$ cat src/rtl/nibble_pack_fifo.sv
// nibble_pack_fifo: pairs consecutive valid nibbles from the upstream
// pipeline into bytes ({second, first}) and buffers them in a small FIFO
// drained over valid/ready. The input side never stalls; a byte that
// completes while the FIFO cannot take it is dropped and flagged.
module nibble_pack_fifo #(
  parameter int DEPTH = 4,
  parameter int CW    = $clog2(DEPTH + 1)
) (
  input  logic          clk,
  input  logic          rst_n,
  input  logic [3:0]    in_nibble,
  input  logic          in_valid,
  input  logic          flush,
  output logic [7:0]    out_data,
  output logic          out_valid,
  input  logic          out_ready,
  output logic [CW-1:0] count,
  output logic          full,
  output logic          overflow
);

  localparam int AW = $clog2(DEPTH);

  typedef enum logic {
    EMPTY = 1'b0,
    HALF  = 1'b1
  } pack_state_t;

  pack_state_t   state;
  pack_state_t   state_nxt;
  logic [3:0]    lo_reg;
  logic [3:0]    lo_nxt;
  logic          push;
  logic [7:0]    push_byte;
  logic          pop;
  logic          push_ok;
  logic [AW-1:0] rd_ptr;
  logic [AW-1:0] wr_ptr;
  logic [7:0]    mem [DEPTH];

  assign out_valid = (count != '0);
  assign full      = (count == CW'(DEPTH));
  assign pop       = out_valid & out_ready;
  // A full FIFO still accepts a byte when the head leaves at the same edge.
  assign push_ok   = push & (~full | pop);
  assign out_data  = mem[rd_ptr];

  // Packer next-state: hold the first nibble, emit a byte on the second.
  always_comb begin
    state_nxt = state;
    lo_nxt    = lo_reg;
    push      = 1'b0;
    push_byte = {in_nibble, lo_reg};
    if (in_valid) begin
      case (state)
        EMPTY: begin
          lo_nxt    = in_nibble;
          state_nxt = HALF;
        end
        HALF: begin
          push      = 1'b1;
          state_nxt = EMPTY;
        end
        default: state_nxt = EMPTY;
      endcase
    end
  end

  // Packer state register; flush discards any held nibble.
  always_ff @(posedge clk or negedge rst_n) begin
    if (!rst_n) begin
      state  <= EMPTY;
      lo_reg <= 4'h0;
    end else if (flush) begin
      state  <= EMPTY;
    end else begin
      state  <= state_nxt;
      lo_reg <= lo_nxt;
    end
  end

  // FIFO pointers, occupancy and sticky overflow; flush overrides all traffic.
  always_ff @(posedge clk or negedge rst_n) begin
    if (!rst_n) begin
      rd_ptr   <= '0;
      wr_ptr   <= '0;
      count    <= '0;
      overflow <= 1'b0;
    end else if (flush) begin
      rd_ptr   <= '0;
      wr_ptr   <= '0;
      count    <= '0;
      overflow <= 1'b0;
    end else begin
      if (pop) begin
        rd_ptr <= rd_ptr + AW'(1);
      end
      if (push_ok) begin
        wr_ptr <= wr_ptr + AW'(1);
      end
      if (push_ok && !pop) begin
        count <= count + CW'(1);
      end else if (pop && !push_ok) begin
        count <= count - CW'(1);
      end
      if (push && !push_ok) begin
        overflow <= 1'b1;
      end
    end
  end

  // Byte storage; contents are only meaningful below count, so no reset.
  always_ff @(posedge clk) begin
    if (push_ok && !flush) begin
      mem[wr_ptr] <= push_byte;
    end
  end

endmodule

$ cat config.mk
export PLATFORM = sky130hd
export DESIGN_NAME = nibble_pack_fifo
export DESIGN_NICKNAME = d
export VERILOG_FILES = /design/src/rtl/nibble_pack_fifo.sv
export SDC_FILE = /design/constraint.sdc
export NUM_CORES = 1
export LEC_CHECK = 0
export ABC_AREA = 1
export ABC_CLOCK_PERIOD_IN_PS = 1700
export BUFFER_PORTS_ARGS = -buffer_cell sky130_fd_sc_hd__buf_2
export CORE_UTILIZATION = 45
export CTS_BUF_LIST = sky130_fd_sc_hd__clkbuf_4 sky130_fd_sc_hd__clkbuf_8
export DETAILED_ROUTE_END_ITERATION = 6
export PLACE_DENSITY = 0.76
export SLEW_MARGIN = 20
export SYNTH_ARGS = -nofsm -noshare
export SYNTH_HDL_FRONTEND = slang
export SYNTH_SLANG_ARGS = --single-unit
$ cat constraint.sdc
create_clock -name clk -period 1.7 [get_ports clk]
set_input_delay 0.17 -clock clk [delete_from_list [all_inputs] [get_ports clk]]
set_output_delay 0.17 -clock clk [all_outputs]
set_load 0.02 [all_outputs]
# == Word level (Yosys, flattened, before mapping) ==
# Memories as Yosys holds them, arrays and structs flattened.
# Index checks and enable logic that the tools add are counted.
# op_classes
addsub,4
n_eq_ne,1
muxes,16
n_bitwise,6
n_reduce_logical,14
# ops
operator,n
3-bit 2-to-1 mux,3
1-bit 2-to-1 mux,8
2-bit 2-to-1 mux,4
2-bit nonzero test,4
3-bit nonzero test,2
2-bit by 1-bit adder with 2-bit output (second input constant),2
1-bit logical AND,4
3-bit by 1-bit adder with 3-bit output (second input constant),1
3-bit == test (second input constant),1
1-bit zero test,3
1-bit inverter,3
3-bit AND reduction,1
3-bit by 1-bit subtractor with 3-bit output (second input constant),1
1-bit bitwise AND,2
1-bit case mux with 2 select lines,1
1-bit bitwise OR,1
# totals
register_bits,13
mem_bits_rw,32
in_bits,9
out_inout_bits,14
elab_cells,48
n_memories,1
# memory_table
memory,depth,word_bits,read_ports,rd_clocked_by_memory_dff,write_ports,line_no,source
mem,4,8,1,0,1,39,logic [7:0] mem [DEPTH];

# == Longest topological paths before layout ==
# Gate-level depths: netlist of the first run.
# logic_depth
depth_word,9
depth_mapped,12
depth_no_buf,12

# == Least setup slack after synthesis of the first run ==
# Ideal clock, no wire load.
# synth_timing
path_type,register to register
start,register count[2]
end,register count[2]
setup_ns,0.117
arrival_ns,1.721
t_required_ns,1.583
setup_slack_ns,-0.139
stages_incl_launch_ff,13
path_buffers,0
cell_sequence,dfrtp_1 > inv_2 > nand2_4 > nand2_4 > nand3_4 > inv_1 > fa_1 > xnor2_1 > inv_1 > nand2_1 > nand2_1 > nand2_1 > nand2_1
# synth_via
elab_chain_len,7
word_cells_on_any_way,16
cone_classes,add/sub: 2; eq/ne: 1; mux: 3; bitwise: 4; reduce/logical: 6
# synth_lines
item,line_no,source
from (decl),17,"output logic [CW-1:0] count,"
from (signal assigned),102,count <= count + CW'(1);
from (signal assigned),104,count <= count - CW'(1);
3-bit nonzero test (*),41,assign out_valid = (count != '0);
via out_valid,15,"output logic out_valid,"
1-bit bitwise AND (*),43,assign pop = out_valid & out_ready;
1-bit bitwise OR,45,assign push_ok = push & (~full | pop);
1-bit bitwise AND,45,
1-bit logical AND or 1-bit zero test (tied branches),"101, 103",
3-bit 2-to-1 mux or 1-bit logical AND (tied branches),"101, 103",
3-bit 2-to-1 mux or 3-bit nonzero test (tied branches),--,
# The timed path passes the listed nets; every way through them passes the cells marked *. The select of a mux whose other input is x is not followed.
# A chain may end at the register's enable or synchronous reset.

# == Final worst setup path of the first run ==
# layout_timing
start,register count[1]
end,register count[2]
# layout_via
elab_chain_len,7
word_cells_on_any_way,16
cone_classes,add/sub: 2; eq/ne: 1; mux: 3; bitwise: 4; reduce/logical: 6
# layout_lines
item,line_no
3-bit nonzero test or 3-bit == test (tied branches),"41, 42"
1-bit bitwise AND or 1-bit inverter (tied branches),"43, 45"
1-bit bitwise OR,45
1-bit bitwise AND,45
1-bit logical AND or 1-bit zero test (tied branches),"101, 103"
3-bit 2-to-1 mux or 1-bit logical AND (tied branches),"101, 103"
3-bit 2-to-1 mux or 3-bit nonzero test (tied branches),--
# Parallel ways exist; a longest one is shown, timed or not. The select of a mux whose other input is x is not followed.

==> results of run 1 <==
cell usage after synthesis, drive strengths merged:
cell type / number / area share
edfxtp: 32 / 0.49
nor2: 28 / 0.061
inv: 18 / 0.034
nand2: 18 / 0.043
o21ai: 18 / 0.046
dfrtp: 13 / 0.17
nand3: 8 / 0.029
o22ai: 8 / 0.025
buf: 4 / 0.020
ha: 4 / 0.025
mux2: 4 / 0.023
a21oi: 2 / 0.0070
nor3: 2 / 0.0051
a31oi: 1 / 0.0032
clkinv: 1 / 0.0025
fa: 1 / 0.010
xnor2: 1 / 0.0045
xor2: 1 / 0.0045
layer usage:
metal | track usage | vias up | part of all wire
li1 | - | 638 | -
met1 | 0.229 | 632 | 0.45
met2 | 0.304 | 20 | 0.49
met3 | 0.0550 | 7 | 0.034
met4 | 0.0859 | 0 | 0.023
met5 | 0 | - | 0
metrics by stage:
stage	power (mW)	utilization
floorplan	2.04	-
global placement	2.30	0.537
detailed placement	2.34	0.537
CTS	3.02	0.564
global route	3.22	0.568
finish	3.05	0.568
power groups by stage:
| stage | Clock (mW) | Combinational [mW] | Sequential (mW) |
|---|---|---|---|
| detailed placement | 0 | 0.962 | 1.37 |
| global route | 0.717 | 1.14 | 1.36 |
| floorplan | 0 | 0.634 | 1.40 |
| CTS | 0.675 | 0.992 | 1.35 |
| global placement | 0 | 0.938 | 1.37 |
| finish | 0.669 | 1.03 | 1.35 |
worst paths after layout:
path | cells after the start | slack [ns] | start | to
min in group asynchronous | 2 | 0.29 | rst_n | lo_reg[2]
max in group asynchronous | 2 | 1.14 | rst_n | count[2]
hold reg to reg | 0 | 0.52 | lo_reg[1] | mem[1][1]
setup / recovery | 11 | 0.03 | count[1] | count[2]
setup reg to reg | 11 | 0.03 | count[1] | count[2]
hold / removal | 1 | 0.1 | in_nibble[2] | mem[3][6]
area by class of cell:
class / instances / area, um^2
well taps: 50 / 62.6
clock buffers: 5 / 68.8
clock inverters: 3 / 21.3
repair buffers: 37 / 225
inverters: 19 / 72.6
flip-flops and latches: 45 / 1290
fillers: 344 / 1770
multi-input cells: 96 / 581
worst max-delay path, delay by kind of cell (launching register included):
family	cells	cell delay [ns]
fa+ha+maj	1	0.36
xor+xnor	1	0.15
buf+inv	2	0.09
flops	1	0.43
simple gates	7	0.54
kinds of logic after synthesis:
kind of cell,count (synthesis)
simple gates,56
buf+inv,23
flops,45
compound gates,29
xor+xnor,2
fa+ha+maj,5
mux,4
repair_timing:
action,CTS,global route
resized for setup,1,3
setup buffers,0,2
hold endpoints to repair,13,0
endpoints found under the setup margin,1,5
hold buffers,1,0
pin swaps,0,6
cloned,0,0
cells in the final DEF, fill, tap and decap left out, types with 2 or more instances in the layout:
master    instances
nand2_4           2
nand3_1           6
nand2_1          14
nor2_1           25
o21ai_0          16
clkinv_2          2
clkbuf_8          5
o22ai_1           8
inv_2             4
o21ai_1           2
nor2_4            2
inv_1            14
nand2_2           2
buf_2            22
edfxtp_1         32
ha_1              4
mux2_2            4
dfrtp_1          10
nor3_1            2
dfrtp_2           3
buf_4            14
==> results.cfg, run 1 <==
[final_layout]
layout-drive-gt1-share = 0.332
n_antenna_cell = 0
postLayoutCellArea_mm2 = 0.00232
area_growth_pct = 18.2
largest_reg_flops = 32
instances_no_fill = 255
final_nets = 218

[outcome]
status = complete, no violations

[pwr]
clkPwrFrac = 0.219
p_int_mw = 1.97
leakagePower_nw = 0.964
peakVddDrop_v = 0.000625
p_sw_frac = 0.355
pwr-share-seq = 0.444
p_comb_frac = 0.337
power_density_mw_per_mm2 = 1310
netSwitchingPower_mw = 1.08

[placement]
gp_congestion = 0.824
dpl_cell_area_mm2 = 0.00220
port_buffers = 22
dp_cells = 244
pre_cts_slack_ns = 0.0267
hpwl_um = 2550

[worst_setup_path]
cpMaxStageDelayCell = dfrtp_2
crit_type = reg2reg
critical_path.max_stage_delay_ns = 0.43
cp_max_fo = 3
worstPathRequired_ns = 1.90
start_kind = register
critical_path_arrival_ns = 1.87
end_kind = register
path_common_cell = nand2_1
cp_cell_sequence = nor2_4 -> nand2_2 -> nand3_4 -> inv_2 -> fa_2 -> xnor2_2 -> inv_1 -> nand2_1 -> nand2_1 -> nand2_1 -> nand2_1

[drt]
first_iter_violations = 107
drc = 0
vias_per_cell = 5.09
ant_nets = 0
vias = 1297
drt_wl_total_um = 3730
first_pass_iters = 4
wl_per_cell_um = 14.6

[logic_synthesis]
synth-xor-area-share = 0.00892
synthDistinctLibCells = 27
muxShareOfSynthArea = 0.0229
ys_warn_count = 0
ys_seq_area_frac = 0.655
syn_inst = 164
avgSynthCellArea_um2 = 12.0
synth_fa_ha_area_frac = 0.0357
synth-simple-area-share = 0.139
synth_compound_area_frac = 0.0816
synth_top_family_by_area = simple AND/OR/NAND/NOR gates
syn-num-nets = 178
syn-cell-area_mm2 = 0.00196
ys_seq_elements = 45

[hold_path]
min_path_type = in2reg

[cts]
cts_made_buffers = 5
clk_path_buf_depth = 2
insertion_delay_ns = 0.30
clkTransAtPathRegs_ns = 0.09
cts_tree = yes
clockRootBuffer = clkbuf_8
cts.sinks = 45
htreeDepth = 2

[sta]
period_share = 0.984
timing.final.ws_setup_ns = 0.0268
slew-limit-headroom = 0.781
finalSetupTns_ns = 0
maxSlewViolCount = 0
report.final.hold_viol_count = 0
fin_crit_ns = 1.67
setup_viol = 0
fmax_ghz = 0.598
rsz0062_at_grt = yes
worstMarginPinSlew_ns = 0.329
hold_ws_ns = 0.0990
fin_skew_ns = 0.0122

[floorplan]
io_pins = 23
die-area_mm2 = 0.00463
start_util = 0.480
core_area_mm2 = 0.00409
die_w_um = 68.1
rows = 23
die_y_um = 68.1

[flow_run]
drv_cap = 0

[grt]
grt_util_all_layers = 0.187
grt_pass1_vias = 1288
grt_pass1_wl_um = 5950
grt_antenna_before_repair = 0
grt.overflow.total = 0
grt_max_degree = 16
Power figures use the tool's default switching activity.
==> inputs of run 2 (changes only) <==
--- a/config.mk
+++ b/config.mk
@@ -12,6 +12,8 @@
 export CTS_BUF_LIST = sky130_fd_sc_hd__clkbuf_4 sky130_fd_sc_hd__clkbuf_8
 export DETAILED_ROUTE_END_ITERATION = 6
 export PLACE_DENSITY = 0.76
+export RECOVER_POWER = 50
+export SETUP_SLACK_MARGIN = 0.02
 export SLEW_MARGIN = 20
 export SYNTH_ARGS = -nofsm -noshare
 export SYNTH_HDL_FRONTEND = slang
==> constraint.sdc (replaced) <==
create_clock -name clk -period 1.7 [get_ports clk]
set_input_delay 0.17 -clock clk [delete_from_list [all_inputs] [get_ports clk]]
set_output_delay 0.17 -clock clk [all_outputs]
set_load 0.1 [all_outputs]
==> run 2 against run 1 <==
Against the previous run: the run now ends with setup timing left; sequential power about the same; sequential share of layout area is 7.3 points lower; critical path depth unchanged; sequential cell count is the same; cell count grew 3.1%; clock power shrank 1%; core utilization up 9.0 points; wire length grew 3.1%; total power up 43%; cell area increased by 16%; critical path type unchanged; largest cell class unchanged.
==> results.cfg, run 2 (synthesis gave the netlist of run 1 again) <==
[worst_setup_path]
path_common_cell = nand2_1
critical_path_arrival_ns = 1.90
cp_cell_sequence = nor2_4 -> nand2_2 -> nand3_4 -> inv_2 -> fa_2 -> xnor2_2 -> inv_1 -> nand2_1 -> nand2_1 -> nand2_1 -> nand2_1
cp_max_fo = 3
crit_type = reg2reg
worstPathRequired_ns = 1.89
critical_path.max_stage_delay_ns = 0.49
cpMaxStageDelayCell = dfrtp_4
startpoint = count[0]
crit_family = simple AND/OR/NAND/NOR gates
end_kind = register
r2r_start = count[0]
path_buf_inv = 2
start_kind = register

[final_layout]
multi_input_area_um2 = 726
layout-drive-gt1-share = 0.394
fillerInstances = 305
largest_reg_flops = 32
instances_no_fill = 263
postLayoutCellArea_mm2 = 0.00269
seqCellArea_mm2 = 0.00130
final_cell_mix = edfxtp_1 (32), nor2_1 (21), buf_4 (20), o21ai_1 (17), inv_1 (14)
n_antenna_cell = 0
final_common_cell = edfxtp_1
final_nets = 226
area_growth_pct = 37.0

[sta]
report.final.hold_viol_count = 0
slew-limit-headroom = 0.469
setup_viol = 1
fin_skew_ns = 0.00533
fin_crit_ns = 1.71
period_share = 1.00
maxSlewViolCount = 0
rsz0062_at_grt = yes
fmax_ghz = 0.586
worstMarginPinSlew_ns = 0.797
timing.final.ws_setup_ns = -0.00596

[cts]
clk_path_buf_depth = 2
cts.sinks = 45
htreeDepth = 2
clockRootBuffer = clkbuf_8
cts_made_buffers = 5
insertion_delay_ns = 0.30
cts_tree = yes
clkTransAtPathRegs_ns = 0.08

[floorplan]
core_area_mm2 = 0.00409
die_w_um = 68.1
start_util = 0.480
rows = 23
die_y_um = 68.1
io_pins = 23
die-area_mm2 = 0.00463

[drt]
first_iter_violations = 39
first_pass_iters = 4
ant_nets = 0
drc = 0
wl_per_cell_um = 14.6
drt_wl_total_um = 3840
vias_per_cell = 5.02
vias = 1320

[pwr]
power_density_mw_per_mm2 = 1620
peakVddDrop_v = 0.000921
p_total_mw = 4.36
leakagePower_nw = 1.07

[flow_run]
drv_cap = 0

[grt]
grt.overflow.total = 0
grt_antenna_before_repair = 0
grt_pass1_wl_um = 6090
grt_pass1_vias = 1353
grt_max_degree = 14
grt_util_all_layers = 0.191

[placement]
dpl_cell_area_mm2 = 0.00254
port_buffers = 22
hpwl_um = 2710
dp_cells = 251
gp_congestion = 0.792

[outcome]
status = finished with violations
violations = setup timing

[hold_path]
min_from = in_valid
min_path_type = in2reg
## run 2: final timing paths
path	to	slack (ns)	cells after the start
worst max-delay path	count[2]	-0.006	11
worst min-delay path	state	0.16	3
worst max register to register	count[2]	-0.006	11
worst min register to register	overflow	0.52	2
max in group asynchronous	count[1]	0.64	2
min in group asynchronous	lo_reg[0]	0.49	2
## run 2: area by class of cell
class,count,share of cell area
Clock buffer,6,0.0307
Clock inverter,2,0.00326
Inverter,19,0.0279
Multi-Input combinational cell,96,0.270
Sequential cell,45,0.483
Tap cell,50,0.0233
Timing Repair Buffer,45,0.162
## run 2: stage by stage
| step | setup slack (ns) | hold slack [ns] | TNS [ns] | util |
|---|---|---|---|---|
| floorplan | -0.323 | -0.126 | -0.938 | - |
| global placement | 0.00272 | 0.0817 | 0 | 0.622 |
| detailed placement | -0.0400 | 0.0900 | -0.0400 | 0.622 |
| CTS | -0.0445 | 0.0997 | -0.0617 | 0.653 |
| global route | -0.101 | 0.173 | -0.166 | 0.658 |
| finish | -0.00596 | 0.156 | -0.00596 | 0.658 |
## run 2: per-layer routing
layer  track usage  wire length [um]
met5             0                 0
met3        0.0350               124
met4        0.0859                75
met1         0.226              1670
met2         0.335              1980
## run 2: worst min-delay path, stage by stage
cell and delay [ns]:
buf_2 0.11, nor2_1 0.08, nor3_1 0.05
## run 2: what timing repair did
| action | in CTS | in global routing |
|---|---|---|
| buffers inserted | 1 | 2 |
| endpoints found under the hold margin | 13 | 0 |
| hold buffers | 1 | 0 |
| resized for setup | 17 | 9 |
| pin swaps | 7 | 2 |
| endpoints found under the setup margin | 27 | 10 |
## run 2: power by group
| group | internal, mW | leakage (nW) | switching (mW) | total (mW) |
|---|---|---|---|---|
| Clock | 0.322 | 0.0486 | 0.340 | 0.662 |
| Combinational | 0.790 | 0.568 | 1.53 | 2.32 |
| Sequential | 1.29 | 0.451 | 0.0911 | 1.38 |
==> inputs of run 3 (changes only) <==
--- a/config.mk
+++ b/config.mk
@@ -8,10 +8,11 @@
 export ABC_AREA = 1
 export ABC_CLOCK_PERIOD_IN_PS = 1700
 export BUFFER_PORTS_ARGS = -buffer_cell sky130_fd_sc_hd__buf_2
-export CORE_UTILIZATION = 45
+export CAP_MARGIN = 15
+export CORE_UTILIZATION = 31
 export CTS_BUF_LIST = sky130_fd_sc_hd__clkbuf_4 sky130_fd_sc_hd__clkbuf_8
 export DETAILED_ROUTE_END_ITERATION = 6
-export PLACE_DENSITY = 0.76
+export PLACE_DENSITY = 0.58
 export RECOVER_POWER = 50
 export SETUP_SLACK_MARGIN = 0.02
 export SLEW_MARGIN = 20
==> run 3 against run 2 <==
Against the previous run: the flow still finishes with violations (setup timing); wire length up 0.94%; clock skew up 0.0024 ns; sequential share of layout area down 1.4 points; setup slack worse by 0.0014 ns; combinational power up 5%; critical path depth down 6; sequential cell count unchanged; cell count up 9.9%; hold slack better by 0.0075 ns; critical path type unchanged.
==> results.cfg, run 3 (synthesis gave the netlist of run 1 again) <==
[hold_path]
holdPathStages = 3
min_from = in_valid
min_path_type = in2reg
min_to = state

[worst_setup_path]
startpoint = count[2]
crit_type = reg2reg
cp_max_fo = 8
end_kind = register
critical_path_arrival_ns = 1.65
start_kind = register
worstPathRequired_ns = 1.65
r2r_end = mem[3][6]
reg2reg_slack_ns = -0.007
reg2regPathDepth = 5
r2r_start = count[2]

[cts]
clockRootBuffer = clkbuf_8
cts_tree = yes
clk_path_buf_depth = 2
insertion_delay_ns = 0.31
cts.sinks = 45
clkTransAtPathRegs_ns = 0.09
cts_made_buffers = 5
htreeDepth = 2

[pwr]
leakagePower_nw = 1.09
power_density_mw_per_mm2 = 1670
peakVddDrop_v = 0.000992

[sta]
period_share = 1.00
maxSlewViolCount = 0
fin_crit_ns = 1.71
fin_skew_ns = 0.00772
slew-limit-headroom = 0.481
setup_viol = 6
worstMarginPinSlew_ns = 0.778
finalSetupTns_ns = -0.0334
rsz0062_at_grt = yes
fmax_ghz = 0.586
timing.final.ws_setup_ns = -0.00736
report.final.hold_viol_count = 0

[floorplan]
die_y_um = 81.6
die_w_um = 81.6
start_util = 0.326
rows = 28
die-area_mm2 = 0.00666
io_pins = 23
core_area_mm2 = 0.00603

[final_layout]
layout-drive-gt1-share = 0.411
final_cell_mix = edfxtp_1 (32), nor2_1 (20), buf_4 (18), o21ai_1 (17), nand2_1 (14)
final_nets = 227
final_common_cell = edfxtp_1
postLayoutCellArea_mm2 = 0.00277
n_antenna_cell = 0
largest_reg_flops = 32
area_growth_pct = 41.0

[placement]
pre_cts_slack_ns = -0.0632
hpwl_um = 2710
gp_congestion = 0.724
dpl_cell_area_mm2 = 0.00258
port_buffers = 22

[grt]
grt_pass1_wl_um = 6290
grt.overflow.total = 0
grt_antenna_before_repair = 0
grt_pass1_vias = 1271
grt_util_all_layers = 0.134
grt_max_degree = 17

[drt]
first_iter_violations = 56
drc = 0
vias = 1325
wl_per_cell_um = 13.4
first_pass_iters = 4
vias_per_cell = 4.58
ant_nets = 0
drt_wl_total_um = 3880

[flow_run]
drv_cap = 0

[outcome]
status = finished with violations
violations = setup timing
[run 3: cell types whose count changed in the layout (fill, tap and decap cells not counted), moves of 2 or more]
cell	previous run	this run
inv_6	0	2
inv_2	3	5
buf_6	2	4
inv_1	14	12
buf_4	20	18
[run 3: worst max-delay path by stage]
stage               cells after the start  slack [ns]   endpoint
floorplan                              12       -0.32   count[2]
global placement                       11     -0.0003   count[2]
detailed placement                     11       -0.06   count[2]
CTS                                    10       -0.02   count[1]
global route                           10       -0.10   count[1]
finish                                  5      -0.007  mem[3][6]
[run 3: final cells by class]
cell class	count	area, um^2
Multi-Input combinational cell	96	726
Clock buffer	5	68.8
Fill cell	565	3260
Clock inverter	3	47.5
Sequential cell	45	1300
Inverter	19	75.1
Tap cell	75	93.8
Timing Repair Buffer	46	459
[run 3: what timing repair did]
action / CTS / global route
setup endpoints to repair: 21 / 36
hold endpoints to repair: 13 / 0
buffers inserted: 1 / 2
gates resized for setup: 22 / 10
hold buffers: 1 / 0
pin swaps: 7 / 2
[run 3: metrics by stage]
step / utilization / hold WS, ns / power [mW] / cells
2_1_floorplan: - / -0.126 / 2.99 / 164
3_3_place_gp: 0.428 / 0.0905 / 3.69 / 277
3_5_place_dp: 0.428 / 0.0944 / 3.71 / 277
4_1_cts: 0.453 / 0.0830 / 4.60 / 287
5_1_grt: 0.459 / 0.155 / 4.81 / 289
6_report: 0.459 / 0.163 / 4.63 / 289
[run 3: layer usage]
layer  wire (um)  GRT usage  vias to the layer above  part of all wire
met5           0          0                        -                 0
met4          59     0.0614                        0             0.015
met3         129     0.0378                        4             0.033
met2        1950      0.209                       19              0.50
met1        1740      0.171                      642              0.45
li1            -          -                      660                 -
[run 3: worst max-delay path: stages (launching register included)]
cell      delay, ns
dfrtp_4        0.51
nand3_1        0.10
nand2_1        0.06
clkinv_2       0.05
nand2_1        0.17
nor2_2         0.46
[run 3: power by group]
part / switching (mW) / internal (mW)
registers: 0.0726 / 1.28
clock network: 0.394 / 0.449
logic: 1.56 / 0.867
total: 2.03 / 2.60
